--- src/rtl/serv_dbus_rdata_if.sv ---
// Data-bus read-response bundle between the bus return path and the serial load unit.
// The master side drives the bus response and the shift enable; the slave side returns the serial bit and status.
interface serv_dbus_rdata_if;
  logic        i_ack;
  logic [31:0] i_dat;
  logic [1:0]  i_lsb;
  logic [1:0]  i_size;
  logic        i_signed;
  logic        i_en;
  logic        o_rd;
  logic        o_busy;
  logic        o_done;
  logic        o_overrun;

  modport master (
    output i_ack, i_dat, i_lsb, i_size, i_signed, i_en,
    input  o_rd, o_busy, o_done, o_overrun
  );

  modport slave (
    input  i_ack, i_dat, i_lsb, i_size, i_signed, i_en,
    output o_rd, o_busy, o_done, o_overrun
  );
endinterface

--- src/rtl/serv_dbus_rdata.sv ---
// Captures a 32-bit bus read, aligns/extends it by size and offset, and shifts it out LSB-first.
// Bit 0 valid the cycle after i_ack; i_en low stalls in place; i_ack while busy is dropped and flagged sticky.
module serv_dbus_rdata (
  input  logic              i_clk,
  input  logic              i_rst_n,
  serv_dbus_rdata_if.slave  bus
);

  typedef enum logic [1:0] {IDLE, HOLD, SHIFT, DONE} state_e;

  state_e      state_q, state_d;
  logic [31:0] data_q, data_d;
  logic [4:0]  cnt_q, cnt_d;
  logic [1:0]  size_q, size_d;
  logic        ext_q, ext_d;
  logic        ovr_q, ovr_d;

  logic [31:0] aligned;
  logic [31:0] masked;
  logic        cap_ext;
  logic        in_width;
  logic        busy;

  // Zero-filled shift supplies the missing upper bytes of misaligned accesses.
  always_comb begin
    aligned = bus.i_dat >> {bus.i_lsb, 3'b000};
    masked  = aligned;
    cap_ext = 1'b0;
    case (bus.i_size)
      2'b00: begin
        masked  = {24'b0, aligned[7:0]};
        cap_ext = bus.i_signed & aligned[7];
      end
      2'b01: begin
        masked  = {16'b0, aligned[15:0]};
        cap_ext = bus.i_signed & aligned[15];
      end
      default: begin
        masked  = aligned;
        cap_ext = 1'b0;
      end
    endcase
  end

  always_comb begin
    in_width = 1'b1;
    case (size_q)
      2'b00:   in_width = (cnt_q[4:3] == 2'b00);
      2'b01:   in_width = ~cnt_q[4];
      default: in_width = 1'b1;
    endcase
  end

  always_comb begin
    state_d = state_q;
    data_d  = data_q;
    cnt_d   = cnt_q;
    size_d  = size_q;
    ext_d   = ext_q;
    ovr_d   = ovr_q | (bus.i_ack && (state_q != IDLE));
    case (state_q)
      IDLE: begin
        if (bus.i_ack) begin
          state_d = HOLD;
          data_d  = masked;
          cnt_d   = 5'd0;
          size_d  = bus.i_size;
          ext_d   = cap_ext;
        end
      end
      HOLD, SHIFT: begin
        if (bus.i_en) begin
          data_d  = {1'b0, data_q[31:1]};
          cnt_d   = cnt_q + 5'd1;
          state_d = (cnt_q == 5'd31) ? DONE : SHIFT;
        end
      end
      DONE: state_d = IDLE;
      default: state_d = IDLE;
    endcase
  end

  always_ff @(posedge i_clk) begin
    if (!i_rst_n) begin
      state_q <= IDLE;
      data_q  <= 32'd0;
      cnt_q   <= 5'd0;
      size_q  <= 2'b00;
      ext_q   <= 1'b0;
      ovr_q   <= 1'b0;
    end else begin
      state_q <= state_d;
      data_q  <= data_d;
      cnt_q   <= cnt_d;
      size_q  <= size_d;
      ext_q   <= ext_d;
      ovr_q   <= ovr_d;
    end
  end

  assign busy          = (state_q == HOLD) || (state_q == SHIFT);
  assign bus.o_busy    = busy;
  assign bus.o_done    = (state_q == DONE);
  assign bus.o_rd      = busy ? (in_width ? data_q[0] : ext_q) : 1'b0;
  assign bus.o_overrun = ovr_q;

endmodule

--- src/flat_wrapper.sv ---
// flat-port wrapper written by rule: the top's interface ports become plain ports
module serv_dbus_rdata_flat 
  (i_clk, i_rst_n, bus_i_ack, bus_i_dat, bus_i_lsb, bus_i_size, bus_i_signed, bus_i_en, bus_o_rd, bus_o_busy, bus_o_done, bus_o_overrun);
  serv_dbus_rdata_if bus_i ();
  input  logic i_clk;
  input  logic i_rst_n;
  input wire logic [$bits(bus_i.i_ack)-1:0] bus_i_ack;
  input wire logic [$bits(bus_i.i_dat)-1:0] bus_i_dat;
  input wire logic [$bits(bus_i.i_lsb)-1:0] bus_i_lsb;
  input wire logic [$bits(bus_i.i_size)-1:0] bus_i_size;
  input wire logic [$bits(bus_i.i_signed)-1:0] bus_i_signed;
  input wire logic [$bits(bus_i.i_en)-1:0] bus_i_en;
  output wire logic [$bits(bus_i.o_rd)-1:0] bus_o_rd;
  output wire logic [$bits(bus_i.o_busy)-1:0] bus_o_busy;
  output wire logic [$bits(bus_i.o_done)-1:0] bus_o_done;
  output wire logic [$bits(bus_i.o_overrun)-1:0] bus_o_overrun;
  assign bus_i.i_ack = bus_i_ack;
  assign bus_i.i_dat = bus_i_dat;
  assign bus_i.i_lsb = bus_i_lsb;
  assign bus_i.i_size = bus_i_size;
  assign bus_i.i_signed = bus_i_signed;
  assign bus_i.i_en = bus_i_en;
  assign bus_o_rd = bus_i.o_rd;
  assign bus_o_busy = bus_i.o_busy;
  assign bus_o_done = bus_i.o_done;
  assign bus_o_overrun = bus_i.o_overrun;
  serv_dbus_rdata u_core (.i_clk(i_clk), .i_rst_n(i_rst_n), .bus(bus_i));
endmodule
--- config.mk ---
export PLATFORM = sky130hd
export DESIGN_NAME = serv_dbus_rdata_flat
export DESIGN_NICKNAME = d
export VERILOG_FILES = /design/src/rtl/serv_dbus_rdata_if.sv /design/src/rtl/serv_dbus_rdata.sv /design/src/flat_wrapper.sv
export SDC_FILE = /design/constraint.sdc
export NUM_CORES = 1
export LEC_CHECK = 0
export ABC_AREA = 1
export CORE_ASPECT_RATIO = 0.75
export CORE_MARGIN = 4
export CORE_UTILIZATION = 47
export CTS_CLUSTER_SIZE = 14
export DETAILED_ROUTE_END_ITERATION = 16
export HOLD_SLACK_MARGIN = 0.08
export PLACE_DENSITY = 0.8
export RECOVER_POWER = 100
export SETUP_SLACK_MARGIN = 0.15
export SLEW_MARGIN = 0
export SYNTH_ARGS = -nofsm -noshare
export SYNTH_HDL_FRONTEND = slang
export SYNTH_SLANG_ARGS = --single-unit
--- constraint.sdc ---
create_clock -name i_clk -period 1.6 [get_ports i_clk]
set_input_delay 0.16 -clock i_clk [delete_from_list [all_inputs] [get_ports i_clk]]
set_output_delay 0.16 -clock i_clk [all_outputs]
set_load 0.02 [all_outputs]
==> impl_metrics.csv <==
group,metric,value,unit
worst_hold_path,hp-class,"reg2reg",
worst_setup_path,required,1.81,ns
drt,wl_met2,4458,um
logic_synthesis,syn_nets,415,
die,start_util,0.4911,
logic_synthesis,ys_ff_latch,43,
drt,highest_layer,"met4",
clock_network,cts_sinks,43,
logic_synthesis,ys_seq_area_frac,0.3557,
logic_synthesis,synthTopCellsByArea,"dfxtp_1 (36%), nand2_1 (14%), a21oi_1 (11%), o21ai_0 (10%), nand3_1 (8.1%)",
die,fp.dieW,90.86,um
drt,route.antenna.remaining_nets,0,
power_and_ir_drop,sw_frac_of_total,0.4211,
worst_setup_path,crit_path_max_fanout,8,
clock_network,htreeDepth,2,
sta,fin_crit_sh,1.046,
sta,fin_crit,1.673,ns
placement,dpl.hpwl,4908,um
die,dieArea,6373,um2
cells_and_area,finalNetCount,486,
clock_network,clk_latency,0.31,ns
logic_synthesis,yosys.area.top_type,"dfxtp_1",
cells_and_area,final-instance-count-excl-fill,502,
cells_and_area,drive_above_1_share,0.3145,
grt,antenna_found_initial,0,
worst_setup_path,critical_path_class,"reg2reg",
logic_synthesis,synth_warnings,0,
placement,gp_congestion,0.8577,
clock_network,clk_pin_slew_worst_paths,0.09,ns
worst_setup_path,worstSetupEndpointType,"register",
power_and_ir_drop,vdd_ir_drop_max,0.0007577,V
placement,portBuffers,44,
drt,routed-wl-met3,1064,um
clock_network,cts_tree,"done",
drt,wl_met1,3842,um
die,rows,22,
logic_synthesis,synthArstFlopShare,0,
logic_synthesis,yosysMostFrequentCell,"nand2_1",
logic_synthesis,synth_cells,370,
worst_setup_path,crit_arrival,1.88,ns
worst_setup_path,crit_path_top_delay_cell,"dfxtp_2",
outcome,violations,"negative setup slack",
die,die_h,70.14,um
worst_setup_path,cp_common_cell,"buf_12",
die,core_area,4927,um2
drt,wire_per_inst,19.70,um
worst_setup_path,rrSetupSlack,-0.07,ns
sta,finClkSkew,0.01447,ns
sta,hold_violations,0,
grt,grt_pass1_vias,2880,
cells_and_area,syn_to_final_growth,61.63,%
grt,grt_pass1_wl,14190,um
power_and_ir_drop,power,5.917,mW
power_and_ir_drop,power.leakage,1.549,nW
die,ioPinCount,45,
drt,wirelength,9889,um
sta,whs,0.4598,ns
logic_synthesis,synthFlopType,"dfxtp_1",
power_and_ir_drop,power.density,1513,nW/um2
logic_synthesis,synth.avg_cell_area,6.540,um2
drt,route.detailed.drc,0,
worst_setup_path,critPathMaxStageDelay,0.35,ns
grt,grt_max_degree,34,
power_and_ir_drop,p_switching,2.491,mW
outcome,status,"complete, but fails checks",
drt,drt_iter0_markers,361,
power_and_ir_drop,power.internal,3.425,mW
power_and_ir_drop,p_comb_frac,0.594,
drt,vias_per_cell,6.167,
logic_synthesis,synth.distinct_cells,25,
drt,firstDrtPassIters,5,
sta,setup_slack,-0.07340,ns
drt,vias,3096,
logic_synthesis,synth_edf_count,0,
worst_setup_path,crit_chain,"inv_2 -> ha_4 -> inv_6 -> nor2_4 -> a21oi_4 -> inv_4 -> buf_12 -> buf_12 -> a21oi_2 -> a21oi_1",
job,drv_cap,0,
clock_network,cts.path.max_buffers,2,
logic_synthesis,yosys.area.top_type_share,0.3557,
grt,track_usage,0.2746,
cells_and_area,n_antenna_cell,0,
clock_network,numCtsBuffers,5,
worst_setup_path,startpoint_type,"register",
power_and_ir_drop,seqPwrFrac,0.273,
sta,worst_slew_margin_rel,0.5955,
logic_synthesis,syn_area,2420,um2
sta,finalMaxSlewViolations,0,
logic_synthesis,netlist_top_cells_count,"nand2_1 (92), a21oi_1 (53), o21ai_0 (50), dfxtp_1 (43), nand3_1 (39)",
sta,tightest_slew,0.6004,ns
power_and_ir_drop,pwr-share-clk,0.133,
sta,rsz0062_at_grt,"true",
grt,grt.overflow.total,0,
clock_network,cts_root_buf,"clkbuf_8",
placement,place_inst,474,
sta,setup_viol,19,
sta,fmax,597.6,MHz
## cell type report
| type | instances | area [um2] |
|---|---|---|
| clock buffer | 8 | 100.1 |
| fill | 267 | 1016 |
| inverter | 21 | 86.33 |
| multi-input combinational | 283 | 1759 |
| sequential | 43 | 863.3 |
| tap | 60 | 75.07 |
| timing repair buffer | 87 | 1027 |
## repair_timing
action,CTS,global route
cloned,2,3
hold buffers,0,0
resized for setup,89,45
pin swaps,12,8
setup buffers,13,2
setup endpoints to repair,39,43
## power by group through the flow
stage | sequential (mW) | clock [mW] | combinational [mW]
CTS | 1.57 | 0.777 | 2.87
detailed placement | 1.58 | 0 | 1.99
global route | 1.63 | 0.819 | 3.68
global placement | 1.57 | 0 | 1.95
finish | 1.62 | 0.786 | 3.51
floorplan | 1.54 | 0 | 1.42
## worst max-delay path, delay by kind of cell (launching register included)
kind	cells	cell delay [ns]
buffers and inverters	5	0.51
DFF	1	0.35
adders and majority gates	1	0.28
and+or+nand+nor	1	0.04
AOI/OAI and AO/OA	3	0.39
## per-stage QoR
stage | utilization | TNS [ns] | setup slack (ns) | instance area (um2)
finish | 0.7938 | -0.6990 | -0.07340 | 3911
CTS | 0.7407 | -0.002420 | -0.001251 | 3650
global route | 0.7938 | -2.834 | -0.1479 | 3911
detailed placement | 0.6320 | -1.169 | -0.1372 | 3114
floorplan | - | 0 | 0.05539 | 2509
global placement | 0.6320 | -0.2763 | -0.08468 | 3114
## cells in the final DEF (no fill, tap or decap), drive strengths merged
cell and count:
clkdlybuf4s15 1, buf 41, nor3b 2, dlymetal6s2s 1, nor2 23, nand3 40
inv 20, clkinv 1, or2 7, ha 4, clkbuf 11, o22ai 2
clkdlybuf4s50 39, dlygate4sd3 1, dlygate4sd2 1, nand2 93, a21oi 55, dfxtp 43
o21ai 57
## path summary, 6_finish.rpt
check,from,to,cells past startpoint
setup / recovery,u_core.state_q[1],u_core.data_q[2],10
setup reg to reg,u_core.state_q[1],u_core.data_q[2],10
hold reg to reg,u_core.data_q[24],u_core.data_q[24],2
hold / removal,u_core.data_q[24],u_core.data_q[24],2
## per-layer routing
metal	vias to the layer above	GRT usage
li1	1379	-
met3	60	0.06781
met4	0	0.1104
met1	1419	0.3599
met5	-	0
met2	238	0.4339
## registers in the layout, summed over array words and instances, names as in the netlist
name / cells
u_core.bus.o_overrun: 1
u_core.data_q: 32
u_core.state_q: 2
u_core.ext_q: 1
u_core.size_q: 2
u_core.cnt_q: 5
## logic make-up (layout without fill, tap and decap cells)
kind of cell / count (synthesis) / in the layout / share of synthesized area
compound gates: 114 / 114 / 0.2430
fa+ha+maj: 4 / 4 / 0.02068
buf+inv: 44 / 116 / 0.08945
flops: 43 / 43 / 0.3557
simple gates: 165 / 165 / 0.2911
Note: power is estimated with default switching activity, not from simulation.
